--- src/rtl/pll_reset_sequencer.sv ---
// pll_reset_sequencer
// Brings the system PLL out of reset, waits (with timeout) for a lock that
// stays stable for a full window, then releases the downstream domain resets
// one at a time, domain 0 first, and finally raises ready. Any lock loss once
// releases have begun drops every domain back into reset and restarts the
// whole sequence.
// Optional feature macro: PLLSEQ_STATS_EN adds saturating lock-loss and
// lock-timeout counters plus their output ports.
module pll_reset_sequencer #(
   parameter int PLL_RST_CYCLES = 16,
   parameter int LOCK_TIMEOUT   = 65535,
   parameter int STABLE_CYCLES  = 1024,
   parameter int NUM_DOMAINS    = 2,
   parameter int STAGE_CYCLES   = 64,
   parameter int CNT_W          = 8
) (
   input  logic                   refclk,
   input  logic                   rst_n,
   input  logic                   pll_locked,
   output logic                   pll_rst,
   output logic [NUM_DOMAINS-1:0] domain_rst_n,
   output logic                   ready,
   output logic [2:0]             state_o
`ifdef PLLSEQ_STATS_EN
   ,
   output logic [CNT_W-1:0]       lock_loss_cnt,
   output logic [CNT_W-1:0]       timeout_cnt
`endif
);

   localparam logic [2:0] PLL_RESET = 3'd0;
   localparam logic [2:0] WAIT_LOCK = 3'd1;
   localparam logic [2:0] STABLE    = 3'd2;
   localparam logic [2:0] RELEASE   = 3'd3;
   localparam logic [2:0] RUN       = 3'd4;

   // The shared cycle counter must be able to hold the longest phase length.
   localparam int MAX_A   = (PLL_RST_CYCLES > LOCK_TIMEOUT) ? PLL_RST_CYCLES : LOCK_TIMEOUT;
   localparam int MAX_B   = (STABLE_CYCLES > STAGE_CYCLES) ? STABLE_CYCLES : STAGE_CYCLES;
   localparam int MAX_CYC = (MAX_A > MAX_B) ? MAX_A : MAX_B;
   localparam int CW      = $clog2(MAX_CYC + 1);
   localparam int IW      = (NUM_DOMAINS > 1) ? $clog2(NUM_DOMAINS) : 1;

   localparam logic [CW-1:0] PLL_RST_LAST = CW'(PLL_RST_CYCLES - 1);
   localparam logic [CW-1:0] TIMEOUT_LAST = CW'(LOCK_TIMEOUT - 1);
   localparam logic [CW-1:0] STABLE_LAST  = CW'(STABLE_CYCLES - 1);
   localparam logic [CW-1:0] STAGE_LAST   = CW'(STAGE_CYCLES - 1);
   localparam logic [IW-1:0] IDX_LAST     = IW'(NUM_DOMAINS - 1);

   // Reject degenerate configurations at elaboration time.
   if (PLL_RST_CYCLES < 1 || LOCK_TIMEOUT < 1 || STABLE_CYCLES < 1 ||
       NUM_DOMAINS < 1 || STAGE_CYCLES < 1 || CNT_W < 1) begin : g_param_check
      $error("pll_reset_sequencer: all parameters must be >= 1");
   end

   logic          locked_m;
   logic          locked_s;
   logic [2:0]    state;
   logic [CW-1:0] cnt;
   logic [IW-1:0] idx;
   logic          loss_ev;
   logic          timeout_ev;

   // Lock loss only counts once domain releases have started; a drop during
   // STABLE is treated as a glitch and just restarts the lock wait.
   assign loss_ev    = ((state == RELEASE) || (state == RUN)) && !locked_s;
   assign timeout_ev = (state == WAIT_LOCK) && !locked_s && (cnt == TIMEOUT_LAST);
   assign state_o    = state;

   // Two-flop synchroniser for the asynchronous PLL lock indication.
   always_ff @(posedge refclk) begin
      if (!rst_n) begin
         locked_m <= 1'b0;
         locked_s <= 1'b0;
      end else begin
         // NOTE: non-blocking so locked_s takes last cycle's locked_m; blocking
         // here would collapse the two stages into one flop.
         locked_m <= pll_locked;
         locked_s <= locked_m;
      end
   end

   // Sequencing FSM; lock loss is checked first so it beats a completing stage.
   always_ff @(posedge refclk) begin
      if (!rst_n) begin
         state        <= PLL_RESET;
         cnt          <= '0;
         idx          <= '0;
         pll_rst      <= 1'b1;
         domain_rst_n <= '0;
         ready        <= 1'b0;
      end else if (loss_ev) begin
         state        <= PLL_RESET;
         cnt          <= '0;
         pll_rst      <= 1'b1;
         domain_rst_n <= '0;
         ready        <= 1'b0;
      end else begin
         case (state)
            PLL_RESET: begin
               if (cnt == PLL_RST_LAST) begin
                  state   <= WAIT_LOCK;
                  cnt     <= '0;
                  pll_rst <= 1'b0;
               end else begin
                  cnt <= cnt + 1'b1;
               end
            end
            WAIT_LOCK: begin
               if (locked_s) begin
                  state <= STABLE;
                  cnt   <= '0;
               end else if (timeout_ev) begin
                  state   <= PLL_RESET;
                  cnt     <= '0;
                  pll_rst <= 1'b1;
               end else begin
                  cnt <= cnt + 1'b1;
               end
            end
            STABLE: begin
               if (!locked_s) begin
                  state <= WAIT_LOCK;
                  cnt   <= '0;
               end else if (cnt == STABLE_LAST) begin
                  state <= RELEASE;
                  cnt   <= '0;
                  idx   <= '0;
               end else begin
                  cnt <= cnt + 1'b1;
               end
            end
            RELEASE: begin
               if (cnt == STAGE_LAST) begin
                  domain_rst_n[idx] <= 1'b1;
                  cnt               <= '0;
                  if (idx == IDX_LAST) begin
                     state <= RUN;
                  end else begin
                     idx <= idx + 1'b1;
                  end
               end else begin
                  cnt <= cnt + 1'b1;
               end
            end
            RUN: begin
               ready <= 1'b1;
            end
            default: begin
               state   <= PLL_RESET;
               cnt     <= '0;
               pll_rst <= 1'b1;
            end
         endcase
      end
   end

`ifdef PLLSEQ_STATS_EN
   // Saturating event counters; cleared only by rst_n, never by lock loss.
   always_ff @(posedge refclk) begin
      if (!rst_n) begin
         lock_loss_cnt <= '0;
         timeout_cnt   <= '0;
      end else begin
         if (loss_ev && (lock_loss_cnt != '1)) begin
            lock_loss_cnt <= lock_loss_cnt + 1'b1;
         end
         if (timeout_ev && (timeout_cnt != '1)) begin
            timeout_cnt <= timeout_cnt + 1'b1;
         end
      end
   end
`endif

endmodule

--- config.mk ---
export PLATFORM = sky130hd
export DESIGN_NAME = pll_reset_sequencer
export DESIGN_NICKNAME = d
export VERILOG_FILES = /design/src/rtl/pll_reset_sequencer.sv
export SDC_FILE = /design/constraint.sdc
export NUM_CORES = 1
export LEC_CHECK = 0
export BUFFER_PORTS_ARGS = -buffer_cell sky130_fd_sc_hd__buf_4
export CORE_MARGIN = 5
export CORE_UTILIZATION = 45
export CTS_BUF_LIST = sky130_fd_sc_hd__clkbuf_16
export CTS_CLUSTER_SIZE = 16
export DETAILED_ROUTE_END_ITERATION = 10
export PLACE_DENSITY_LB_ADDON = 0.1
export RECOVER_POWER = 100
export SETUP_SLACK_MARGIN = 0.5
export SLEW_MARGIN = 20
export SYNTH_ARGS = -nofsm -noshare
export SYNTH_HDL_FRONTEND = slang
export SYNTH_SLANG_ARGS = --single-unit
--- constraint.sdc ---
create_clock -name refclk -period 2.2 [get_ports refclk]
set_input_delay 0.44 -clock refclk [delete_from_list [all_inputs] [get_ports refclk]]
set_output_delay 0.44 -clock refclk [all_outputs]
set_load 0.01 [all_outputs]
==> results.py <==
metrics = {
    "setup_path": {
        "crit_type": "reg -> reg",
        "critical_path_arrival_ns": 2.28,
        "endpoint_kind": "flip-flop",
        "worstPathRequired_ns": 2.38,
        "worstSetupStartpointType": "flip-flop",
        "cp_max_fo": 6,
    },
    "detailed_routing": {
        "vias_per_cell": 5.989,
        "wl_per_cell_um": 16.41,
        "postRouteAntennaNets": 0,
        "wl_mm": 4.528,
        "drtIter0Drc": 117,
        "dr.pass1.iters": 4,
        "route.detailed.drc": 0,
        "vias": 1653,
    },
    "place": {
        "dp_hpwl_mm": 2.957,
        "routabilityCongestion": 0.8688,
        "placedCellCount": 256,
        "dp_slack_ns": 0.1333,
        "io_buffers": 9,
        "place_area_mm2": 0.001797,
    },
    "sta": {
        "slew_headroom_pct": 61.74,
        "finalClockSkew_ns": 0.002789,
        "setup_viol": 0,
        "slew_violations": 0,
        "finalCritPeriodShare_pct": 95.58,
        "worst_pin_slew_ns": 0.5738,
        "rsz0062_at_grt": "yes",
        "postLayoutSetupSlackWorst_ns": 0.09732,
        "tns_ns": 0,
        "post-route-min-period_ns": 2.103,
        "hold_viol_final": 0,
        "clock.fmax_mhz": 475.6,
        "fin_hold_ws_ns": 0.3753,
    },
    "synthesis": {
        "synth_area_leaders": "dfxtp_1 34%, o211ai_1 7.8%, nand2_1 7.0%, nor2_1 2.9%, nand4_1 2.4%",
        "ys.warnings.count": 0,
        "synth_edf_count": 0,
        "synth_largest_area_cell": "dfxtp_1",
        "ys_ff_latch": 26,
        "synthAdderAreaFrac_pct": 1.618,
        "syn_area_mm2": 0.001546,
        "syn-num-nets": 193,
        "synth.top_cells.by_count": "29 x nand2_1, 26 x dfxtp_1, 16 x o211ai_1",
        "synth_top_family_by_area": "simple AND/OR/NAND/NOR gates",
        "synth-simple-area-share_pct": 33.17,
        "ys_types": 53,
        "synth_compound_area_share_pct": 23.22,
        "synth_xor_area_share_pct": 1.699,
        "synth_mux_area_share_pct": 0.7282,
        "synth_top_cell_area_share_pct": 33.66,
        "yosysMostFrequentCell": "nand2_1",
        "netlist_instances": 188,
        "syn_avg_cell_area_um2": 8.226,
        "ys_seq_area_share_pct": 33.66,
        "ys.flop_type": "dfxtp_1",
        "synthArstFlopShare_pct": 0,
    },
    "global_routing": {
        "grt_remaining_overflow": 0,
        "grt_max_degree": 15,
        "first_global_vias": 1520,
        "antenna_found_initial": 0,
        "grtUsageTotal_pct": 21.22,
        "grt_pass1_wl_mm": 7.383,
    },
    "floorplan": {
        "rows": 21,
        "core-area_mm2": 0.003337,
        "dieArea_mm2": 0.004709,
        "pin_count": 10,
        "initial_core_util_pct": 46.34,
        "fp.dieW_um": 68.62,
        "fp.dieH_um": 68.62,
    },
    "pwr": {
        "ir_worst_vdd_uv": 348.1,
        "powerDensity_mw_per_mm2": 501.1,
        "switching_share_pct": 25.29,
        "p_clk_share_pct": 39.5,
        "p_switching_mw": 0.2698,
        "p_leak_nw": 0.7522,
        "finalPower_mw": 1.067,
        "seqPwrFrac_pct": 46.0,
        "p_int_mw": 0.7968,
        "p_comb_share_pct": 14.5,
    },
    "clocking": {
        "cts_inserted_buffers": 3,
        "hold_buffers": 0,
        "clkTransAtPathRegs_ns": 0.07,
        "clockBufferDepth": 2,
        "root_buffer": "clkbuf_16",
        "htreeDepth": 1,
        "clkSinkCount": 26,
        "cts_tree": "yes",
        "insertion_delay_ns": 0.27,
    },
    "status": {
        "status": "finished clean",
    },
    "worst_hold_path": {
        "min_path_type": "in -> reg",
    },
    "cells_and_area": {
        "diodes": 0,
        "utilization_pct": 63.78,
        "nets": 236,
        "fin_area_mm2": 0.002128,
        "area.growth.synth_to_final_pct": 37.62,
        "layout.cells.non_filler": 276,
        "n_fill_cell": 301,
        "drive_gt1_share_pct": 33.91,
    },
    "run": {
        "maxCapViolCount": 0,
    },
}
## cell families after synthesis
kind of cell / after synthesis
buffers and inverters: 17
muxes: 1
and+or+nand+nor: 91
xor gates and xnor gates: 3
AOI/OAI and AO/OA: 48
DFF: 26
adders and majority gates: 2
## cell usage in the layout, fill, tap and decap left out, types with 2 or more instances in the layout
| master | instances |
|---|---|
| inv_1 | 5 |
| nor2_1 | 11 |
| nand4_1 | 6 |
| and3_1 | 2 |
| or3_1 | 2 |
| o22ai_2 | 2 |
| a21oi_1 | 4 |
| nand2b_1 | 2 |
| clkbuf_16 | 3 |
| o2111ai_2 | 2 |
| and2_1 | 2 |
| buf_4 | 31 |
| o31ai_1 | 2 |
| nand2_1 | 29 |
| clkbuf_1 | 8 |
| o21ai_1 | 3 |
| nor3_1 | 3 |
| and4_1 | 2 |
| nor4_4 | 2 |
| nand3_1 | 4 |
| o211ai_1 | 16 |
| dfxtp_2 | 3 |
| nor4_1 | 3 |
| dfxtp_1 | 22 |
| xor2_1 | 2 |
| nor2b_1 | 2 |
| buf_6 | 8 |
| nor4_2 | 3 |
| nand3b_1 | 2 |
| a21oi_2 | 2 |
| o21a_1 | 2 |
| o21ai_0 | 2 |
| or4_4 | 3 |
## timing repair
action	in CTS	in global routing
cloned	1	0
resized for setup	18	23
pin swaps	22	14
endpoints found under the setup margin	22	24
buffers inserted	5	10
## cell type report
type,count,area (um2),area share (%)
Timing Repair Buffer,49,365.4,17.17
Multi-Input combinational cell,146,1080,50.74
Tap cell,46,57.56,2.704
Clock buffer,3,75.07,3.527
Inverter,5,18.77,0.8818
Sequential cell,26,528.0,24.81
Clock inverter,1,3.754,0.1764
## power groups by stage
stage          combinational [mW]  clock, mW  sequential, mW
6_report                    0.155      0.421           0.491
5_1_grt                     0.168      0.455           0.492
4_1_cts                     0.140      0.425           0.490
3_5_place_dp                0.121          0           0.502
3_3_place_gp                0.120          0           0.501
2_1_floorplan              0.0731          0           0.504
## sequential cells by signal, indices dropped and copies added (netlist names)
name and flops:
state_o 3, idx 1, locked_m 1, pll_rst 1
ready 1, locked_s 1, cnt 16, domain_rst_n 2
## path summary, 6_finish.rpt
| path | slack (ns) | startpoint | to | depth (start not counted) |
|---|---|---|---|---|
| worst max-delay path | 0.1 | cnt[5] | cnt[2] | 8 |
| worst min-delay path | 0.38 | pll_locked | locked_m | 2 |
| worst max register to register | 0.1 | cnt[5] | cnt[2] | 8 |
| worst min register to register | 0.44 | locked_m | locked_s | 1 |
## worst max-delay path: stages, from the launching register on
cell	delay, ns
dfxtp_2	0.34
buf_6	0.13
buf_4	0.13
and4_1	0.22
a41o_1	0.26
o22ai_2	0.42
o21ai_4	0.15
buf_6	0.16
o311ai_2	0.20
## metal layers
layer	routed length, um	part of all wire [%]	up-vias	global-route usage (%)
li1	-	-	796	-
met1	1888	42	768	25.39
met2	2125	47	69	35.16
met3	256	5.7	20	3.890
met4	258	5.7	0	12.41
met5	0	0	-	0
Power figures use the tool's default switching activity.
